**src/rtl/mips_multicycle_ctrl.sv**
```systemverilog
// Multi-cycle MIPS control FSM: sequences fetch/decode/execute/memory/write-back
// control words, stalls on MemReady and resolves beq/bne from the ALU Zero flag.
module mips_multicycle_ctrl (
  input  logic       clk,
  input  logic       rst,
  input  logic [5:0] opcode,
  input  logic [5:0] funct,
  input  logic       Zero,
  input  logic       MemReady,
  output logic       PCWrite,
  output logic       IRWrite,
  output logic       IorD,
  output logic       MemRead,
  output logic       MemWrite,
  output logic       RegWrite,
  output logic [1:0] RegDst,
  output logic [1:0] MemtoReg,
  output logic       ALUSrcA,
  output logic [1:0] ALUSrcB,
  output logic [1:0] ALUOp,
  output logic [1:0] PCSrc,
  output logic       Retire,
  output logic       IllegalOp,
  output logic [3:0] State
);

  typedef enum logic [3:0] {
    S_FETCH  = 4'd0,  S_DECODE = 4'd1,  S_MEMADR = 4'd2,  S_MEMRD = 4'd3,
    S_MEMWB  = 4'd4,  S_MEMWR  = 4'd5,  S_EXEC   = 4'd6,  S_ALUWB = 4'd7,
    S_BRANCH = 4'd8,  S_JUMP   = 4'd9,  S_JAL    = 4'd10, S_JR    = 4'd11,
    S_IMMEX  = 4'd12, S_IMMWB  = 4'd13
  } state_t;

  state_t state_q, state_d;

  always_ff @(posedge clk) begin
    if (rst) state_q <= S_FETCH;
    else     state_q <= state_d;
  end

  // Everything is forced to zero while reset is held, including the debug state.
  always_comb begin
    state_d   = S_FETCH;
    PCWrite   = 1'b0;
    IRWrite   = 1'b0;
    IorD      = 1'b0;
    MemRead   = 1'b0;
    MemWrite  = 1'b0;
    RegWrite  = 1'b0;
    RegDst    = 2'b00;
    MemtoReg  = 2'b00;
    ALUSrcA   = 1'b0;
    ALUSrcB   = 2'b00;
    ALUOp     = 2'b00;
    PCSrc     = 2'b00;
    Retire    = 1'b0;
    IllegalOp = 1'b0;
    State     = 4'd0;
    if (!rst) begin
      State = state_q;
      case (state_q)
        S_FETCH: begin
          MemRead = 1'b1;
          if (MemReady) begin
            IRWrite = 1'b1;
            PCWrite = 1'b1;
            ALUSrcB = 2'b01;
            state_d = S_DECODE;
          end else begin
            state_d = S_FETCH;
          end
        end
        S_DECODE: begin
          ALUSrcB = 2'b11;
          case (opcode)
            6'h23, 6'h2B: state_d = S_MEMADR;
            6'h00:        state_d = (funct == 6'h08) ? S_JR : S_EXEC;
            6'h04, 6'h05: state_d = S_BRANCH;
            6'h02:        state_d = S_JUMP;
            6'h03:        state_d = S_JAL;
            6'h08, 6'h0D: state_d = S_IMMEX;
            default: begin
              IllegalOp = 1'b1;
              Retire    = 1'b1;
              state_d   = S_FETCH;
            end
          endcase
        end
        S_MEMADR: begin
          ALUSrcA = 1'b1;
          ALUSrcB = 2'b10;
          state_d = (opcode == 6'h23) ? S_MEMRD : S_MEMWR;
        end
        S_MEMRD: begin
          MemRead = 1'b1;
          IorD    = 1'b1;
          state_d = MemReady ? S_MEMWB : S_MEMRD;
        end
        S_MEMWB: begin
          RegWrite = 1'b1;
          MemtoReg = 2'b01;
          Retire   = 1'b1;
        end
        S_MEMWR: begin
          MemWrite = 1'b1;
          IorD     = 1'b1;
          Retire   = MemReady;
          state_d  = MemReady ? S_FETCH : S_MEMWR;
        end
        S_EXEC: begin
          ALUSrcA = 1'b1;
          ALUOp   = 2'b10;
          state_d = S_ALUWB;
        end
        S_ALUWB: begin
          RegWrite = 1'b1;
          RegDst   = 2'b01;
          Retire   = 1'b1;
        end
        S_BRANCH: begin
          // opcode[0] distinguishes bne (taken on non-zero) from beq
          ALUSrcA = 1'b1;
          ALUOp   = 2'b01;
          PCSrc   = 2'b01;
          PCWrite = opcode[0] ? ~Zero : Zero;
          Retire  = 1'b1;
        end
        S_JUMP: begin
          PCSrc   = 2'b10;
          PCWrite = 1'b1;
          Retire  = 1'b1;
        end
        S_JAL: begin
          PCSrc    = 2'b10;
          PCWrite  = 1'b1;
          RegWrite = 1'b1;
          RegDst   = 2'b10;
          MemtoReg = 2'b10;
          Retire   = 1'b1;
        end
        S_JR: begin
          PCSrc   = 2'b11;
          PCWrite = 1'b1;
          Retire  = 1'b1;
        end
        S_IMMEX: begin
          ALUSrcA = 1'b1;
          ALUSrcB = 2'b10;
          ALUOp   = (opcode == 6'h0D) ? 2'b11 : 2'b00;
          state_d = S_IMMWB;
        end
        S_IMMWB: begin
          RegWrite = 1'b1;
          Retire   = 1'b1;
        end
        default: begin
          state_d = S_FETCH;
        end
      endcase
    end
  end

endmodule

```
**config.mk**
```make
export PLATFORM = sky130hd
export DESIGN_NAME = mips_multicycle_ctrl
export DESIGN_NICKNAME = d
export VERILOG_FILES = /design/src/rtl/mips_multicycle_ctrl.sv
export SDC_FILE = /design/constraint.sdc
export NUM_CORES = 1
export LEC_CHECK = 0
export ABC_AREA = 0
export CAP_MARGIN = 20
export CORE_ASPECT_RATIO = 0.7
export CORE_MARGIN = 8
export CORE_UTILIZATION = 40
export CTS_CLUSTER_SIZE = 40
export DETAILED_ROUTE_END_ITERATION = 16
export PLACE_DENSITY = 0.84
export SETUP_SLACK_MARGIN = 0.15
export SYNTH_ARGS = -nofsm -noshare
export SYNTH_HDL_FRONTEND = slang
export SYNTH_SLANG_ARGS = --single-unit
```
**constraint.sdc**
```tcl
create_clock -name clk -period 1.8 [get_ports clk]
set_clock_uncertainty 0.1 [all_clocks]
set_input_delay 0.36 -clock clk [delete_from_list [all_inputs] [get_ports clk]]
set_output_delay 0.36 -clock clk [all_outputs]
set_load 0.05 [all_outputs]
```
==> results.cfg, run 1 <==
[run_status]
stop_error = [ERROR DPL-0038] Utilization greater than 100%, impossible to legalize
outcome = did not finish
step_where_the_flow_halted = 3_5_place_dp

[yosys]
post_synth_instance_area_sq_um = 793
synth.ff_latch_count = 4
synth.net_count = 145
synth_top_area_share = 0.101
synthesized_area_divided_by_synthesized_cell_count_sq_um = 6.15
yosys.area.top_type = sky130_fd_sc_hd__dfxtp_1
netlist_top_cells_area = sky130_fd_sc_hd__dfxtp_1 (10%), sky130_fd_sc_hd__a21oi_1 (8.2%), sky130_fd_sc_hd__nor2_1 (7.6%)
ys_seq_area_frac = 0.101
synth_cell_types = 43
yosysWarningCount = 0
postSynthCellCount = 129

[die]
die_height_microns = 53.3
rows = 13
dieWidth_microns = 69.2
floorplan.initialDensity = 0.424
num_io_pins = 39

[placement]
placer_congestion_estimate = 0.914
port_buffers = 38
==> Yosys cell counts <==
master / instances
sky130_fd_sc_hd__nor2_1: 16
sky130_fd_sc_hd__a21oi_1: 13
sky130_fd_sc_hd__nor3_1: 11
sky130_fd_sc_hd__buf_2: 8
sky130_fd_sc_hd__nand2_1: 8
sky130_fd_sc_hd__o21ai_0: 7
sky130_fd_sc_hd__nand2b_1: 6
sky130_fd_sc_hd__and3_1: 4
sky130_fd_sc_hd__dfxtp_1: 4
sky130_fd_sc_hd__nand3_1: 4
sky130_fd_sc_hd__nor4_1: 4
sky130_fd_sc_hd__clkbuf_1: 3
sky130_fd_sc_hd__inv_1: 3
sky130_fd_sc_hd__nor2b_1: 3
sky130_fd_sc_hd__a31oi_1: 2
sky130_fd_sc_hd__and2_1: 2
sky130_fd_sc_hd__and2b_1: 2
sky130_fd_sc_hd__nand3b_1: 2
sky130_fd_sc_hd__o211ai_1: 2
sky130_fd_sc_hd__xnor2_1: 2
sky130_fd_sc_hd__a2111o_1: 1
sky130_fd_sc_hd__a21o_1: 1
sky130_fd_sc_hd__a22o_1: 1
sky130_fd_sc_hd__a2bb2oi_1: 1
sky130_fd_sc_hd__a311oi_1: 1
sky130_fd_sc_hd__a41oi_1: 1
sky130_fd_sc_hd__and3b_1: 1
sky130_fd_sc_hd__and4b_1: 1
sky130_fd_sc_hd__inv_2: 1
sky130_fd_sc_hd__nand4_1: 1
sky130_fd_sc_hd__nor4b_1: 1
sky130_fd_sc_hd__o2111ai_1: 1
sky130_fd_sc_hd__o211a_1: 1
sky130_fd_sc_hd__o21a_1: 1
sky130_fd_sc_hd__o21ba_2: 1
sky130_fd_sc_hd__o21bai_1: 1
sky130_fd_sc_hd__o21bai_2: 1
sky130_fd_sc_hd__o221ai_1: 1
sky130_fd_sc_hd__o22ai_1: 1
sky130_fd_sc_hd__o311ai_0: 1
sky130_fd_sc_hd__or2_0: 1
sky130_fd_sc_hd__or3_1: 1
sky130_fd_sc_hd__xor2_1: 1
==> cells by family after synthesis <==
group | synth area share
DFF | 0.101
xor gates and xnor gates | 0.0331
buffers and inverters | 0.0836
and+or+nand+nor | 0.454
AOI/OAI and AO/OA | 0.328
==> per-stage QoR <==
| step | hold WS (ps) | setup slack, ps |
|---|---|---|
| 3_3_place_gp | 563 | -391 |
| 2_1_floorplan | 449 | -31.0 |
==> inputs of run 2 (changes only) <==
==> config.mk (replaced) <==
export PLATFORM = sky130hd
export DESIGN_NAME = mips_multicycle_ctrl
export DESIGN_NICKNAME = d
export VERILOG_FILES = /design/src/rtl/mips_multicycle_ctrl.sv
export SDC_FILE = /design/constraint.sdc
export NUM_CORES = 1
export LEC_CHECK = 0
export ABC_AREA = 0
export CAP_MARGIN = 20
export CORE_AREA = 8 8 69 71
export DETAILED_ROUTE_END_ITERATION = 16
export DIE_AREA = 0 0 77 79
export PLACE_DENSITY_LB_ADDON = 0.15
export SYNTH_ARGS = -nofsm -noshare
export SYNTH_HDL_FRONTEND = slang
export SYNTH_SLANG_ARGS = --single-unit
==> results.cfg, run 2 <==
[cts]
cts.root.buffer_cell = sky130_fd_sc_hd__clkbuf_8
buffer_levels_on_the_longest_clock_path = 2
hold_fix_buffer_count_after_cts = 0
cts-buffers-inserted = 3
ctsHtreeMaxLevel = 1
numClockSinks = 4
worst_setup_hold_path_clk_slew_ps = 30
clock_latency_ps = 210
clock_tree_from_tritoncts = yes

[placement]
placer_congestion_estimate = 0.845
port_buffers = 38
dp_hpwl_microns = 2900

[drt]
first_pass_iters = 4
topRoutingLayerUsed = met3
post_drt_wl_per_cell_microns = 13.5
detailed_route_via_count = 1266
detail_route.iter0.violations = 24
route.final.wire_length_microns = 3500
met2_length_microns = 1850
dr_wl_met3_microns = 128
drc_errors = 0
routedLengthMet1_microns = 1530
via_count_normalized_by_instance_count = 4.87
drtAntennaViolNets = 0

[yosys]
cell_types_with_the_highest_counts_after_synthesis = sky130_fd_sc_hd__nor2_1 (16), sky130_fd_sc_hd__a21oi_1 (13), sky130_fd_sc_hd__nor3_1 (11)
synth.net_count = 145
synth_most_common_cell = sky130_fd_sc_hd__nor2_1
netlist_top_cells_area = sky130_fd_sc_hd__dfxtp_1 (10%), sky130_fd_sc_hd__a21oi_1 (8.2%), sky130_fd_sc_hd__nor2_1 (7.6%)
ys_dominant_reg_cell = sky130_fd_sc_hd__dfxtp_1
synth.ff_latch_count = 4
yosysWarningCount = 0
synth_cell_types = 43
synth_top_area_share = 0.101
postSynth.asyncResetShare = 0
synth_edf_count = 0
synthesized_area_divided_by_synthesized_cell_count_sq_um = 6.15
post_synth_instance_area_sq_um = 793
ys_seq_area_frac = 0.101
yosys.area.top_type = sky130_fd_sc_hd__dfxtp_1
postSynthCellCount = 129

[sta]
worstMarginPinSlew_ps = 306
timing.final.setup_violations = 7
final_worst_slack_ps = -67.4
timing.max_slew.rel_slack = 0.793
grt_setup_unrepaired = yes
timing.fmax_mhz = 536
hold_viol = 0
report.final.slew_viol_count = 0
tns_setup_ps = -218
timing.final.crit_share = 1.04
finalWorstPathRequiredPeriod_ps = 1870

[cells_and_area]
final-seq-area_sq_um = 95.1
commonest_cells_after_routing_fill_and_taps_aside = sky130_fd_sc_hd__buf_4 (44), sky130_fd_sc_hd__buf_12 (22), sky130_fd_sc_hd__nor3_4 (9)
max_flop_register = state_q
filler_cell_count = 360
mostFrequentLayoutCell = sky130_fd_sc_hd__buf_4
areaGrowthSynthToFinish_pct = 170
fin_util = 0.564
largest_register_ff_count = 4
insertedDiodeCount = 0
final_layout_size_suffix_gt1_frac = 0.643
largestRegisters = state_q (4)
multi_input_comb_area_sq_um = 948
final_nets = 228

[flow_run]
max_cap_viol_count = 0

[pwr]
power.static_leakage_nw = 0.850
power_density_nw_per_um2 = 270
fin_total_pwr_mw = 0.578
vdd.ir_drop.worst_mv = 0.117

[die]
fp.coreArea_sq_um = 3800
num_io_pins = 39
die_height_microns = 79
floorplan.initialDensity = 0.209
dieWidth_microns = 77
rows = 23
fp.dieArea_sq_um = 6080

[global_route]
largest_net_degree_at_the_start_of_global_routing = 12
first_global_vias = 1334
antenna_violations_before_repair = 0
global_route.usage.total = 0.115
grt_overflow_total = 0
global_route_wire_length_before_repair_microns = 6110

[worst_setup_path]
cp_delay_by_family_top = buffers and inverters
timing.critical_path.arrival_ps = 1410
crit_path_max_incr_delay_ps = 370
worstPathCellList = buf_4 -> inv_1 -> nand4_1 -> a21oi_4 -> buf_12
cp-end-kind = output port
critical_path.startpoint_type = flop
crit_type = reg2out
critical_path_required_ps = 1340
worst-path-buf-inv = 3
timing.critical_path.fanout_max = 10
critPathSlowestCell = sky130_fd_sc_hd__dfxtp_4

[worst_hold_path]
worstHoldPathType = in2reg

[run_status]
outcome = complete, but fails checks
failed_checks = negative setup slack
==> run 2: cell type report <==
type,count,area share
Timing Repair Buffer,89,0.457
Clock buffer,3,0.0193
Inverter,4,0.00817
Multi-Input combinational cell,110,0.442
Tap cell,50,0.0292
Sequential cell,4,0.0444
==> run 2: logic make-up (layout without fill, tap and decap cells) <==
| family | Yosys count | after routing | share of synthesized area |
|---|---|---|---|
| AO/OA/AOI/OAI | 39 | 39 | 0.328 |
| XOR/XNOR | 3 | 3 | 0.0331 |
| buffers and inverters | 15 | 96 | 0.0836 |
| flip-flops | 4 | 4 | 0.101 |
| AND/OR/NAND/NOR | 68 | 68 | 0.454 |
==> run 2: where the power goes <==
part	switching [mW]	internal (mW)	leakage, nW
registers	0.00489	0.0869	0.0355
clock network	0.0401	0.142	0.0216
logic	0.154	0.150	0.793
total	0.199	0.379	0.850
==> run 2: worst min-delay path, delay by kind of cell <==
family / cells / cell delay, ps
AO/OA/AOI/OAI: 2 / 280
buffers and inverters: 1 / 140
AND/OR/NAND/NOR: 1 / 60
==> run 2: routing by layer <==
metal | GRT usage | up-vias
met2 | 0.218 | 29
met1 | 0.139 | 591
met4 | 0.0113 | 0
li1 | - | 646
met3 | 0.0124 | 0
met5 | 0 | -
==> run 2: worst paths after layout <==
path                            startpoint          to  slack, ps  cells past startpoint
worst max-delay path            state_q[2]      Retire        -70                      5
worst min-delay path             opcode[5]  state_q[1]        570                      4
worst max register to register  state_q[1]  state_q[2]        140                      6
worst min register to register  state_q[2]  state_q[2]        600                      3
==> run 2: stage by stage <==
stage | cell area (sq um) | setup slack [ps] | hold slack (ps) | instances
floorplan | 1060 | -110 | 459 | 129
global placement | 1950 | -424 | 687 | 248
detailed placement | 1950 | -446 | 684 | 248
CTS | 2090 | -63.7 | 560 | 256
global route | 2140 | -101 | 603 | 260
finish | 2140 | -67.4 | 572 | 260
==> run 2: repair_timing <==
action                                  in CTS  in global routing
endpoints found under the hold margin        0                  0
endpoints found under the setup margin      25                 17
setup buffers                                5                  4
resized for setup                           54                 12
pin swaps                                   10                  8
No activity file was read; power rests on OpenSTA's default activity.
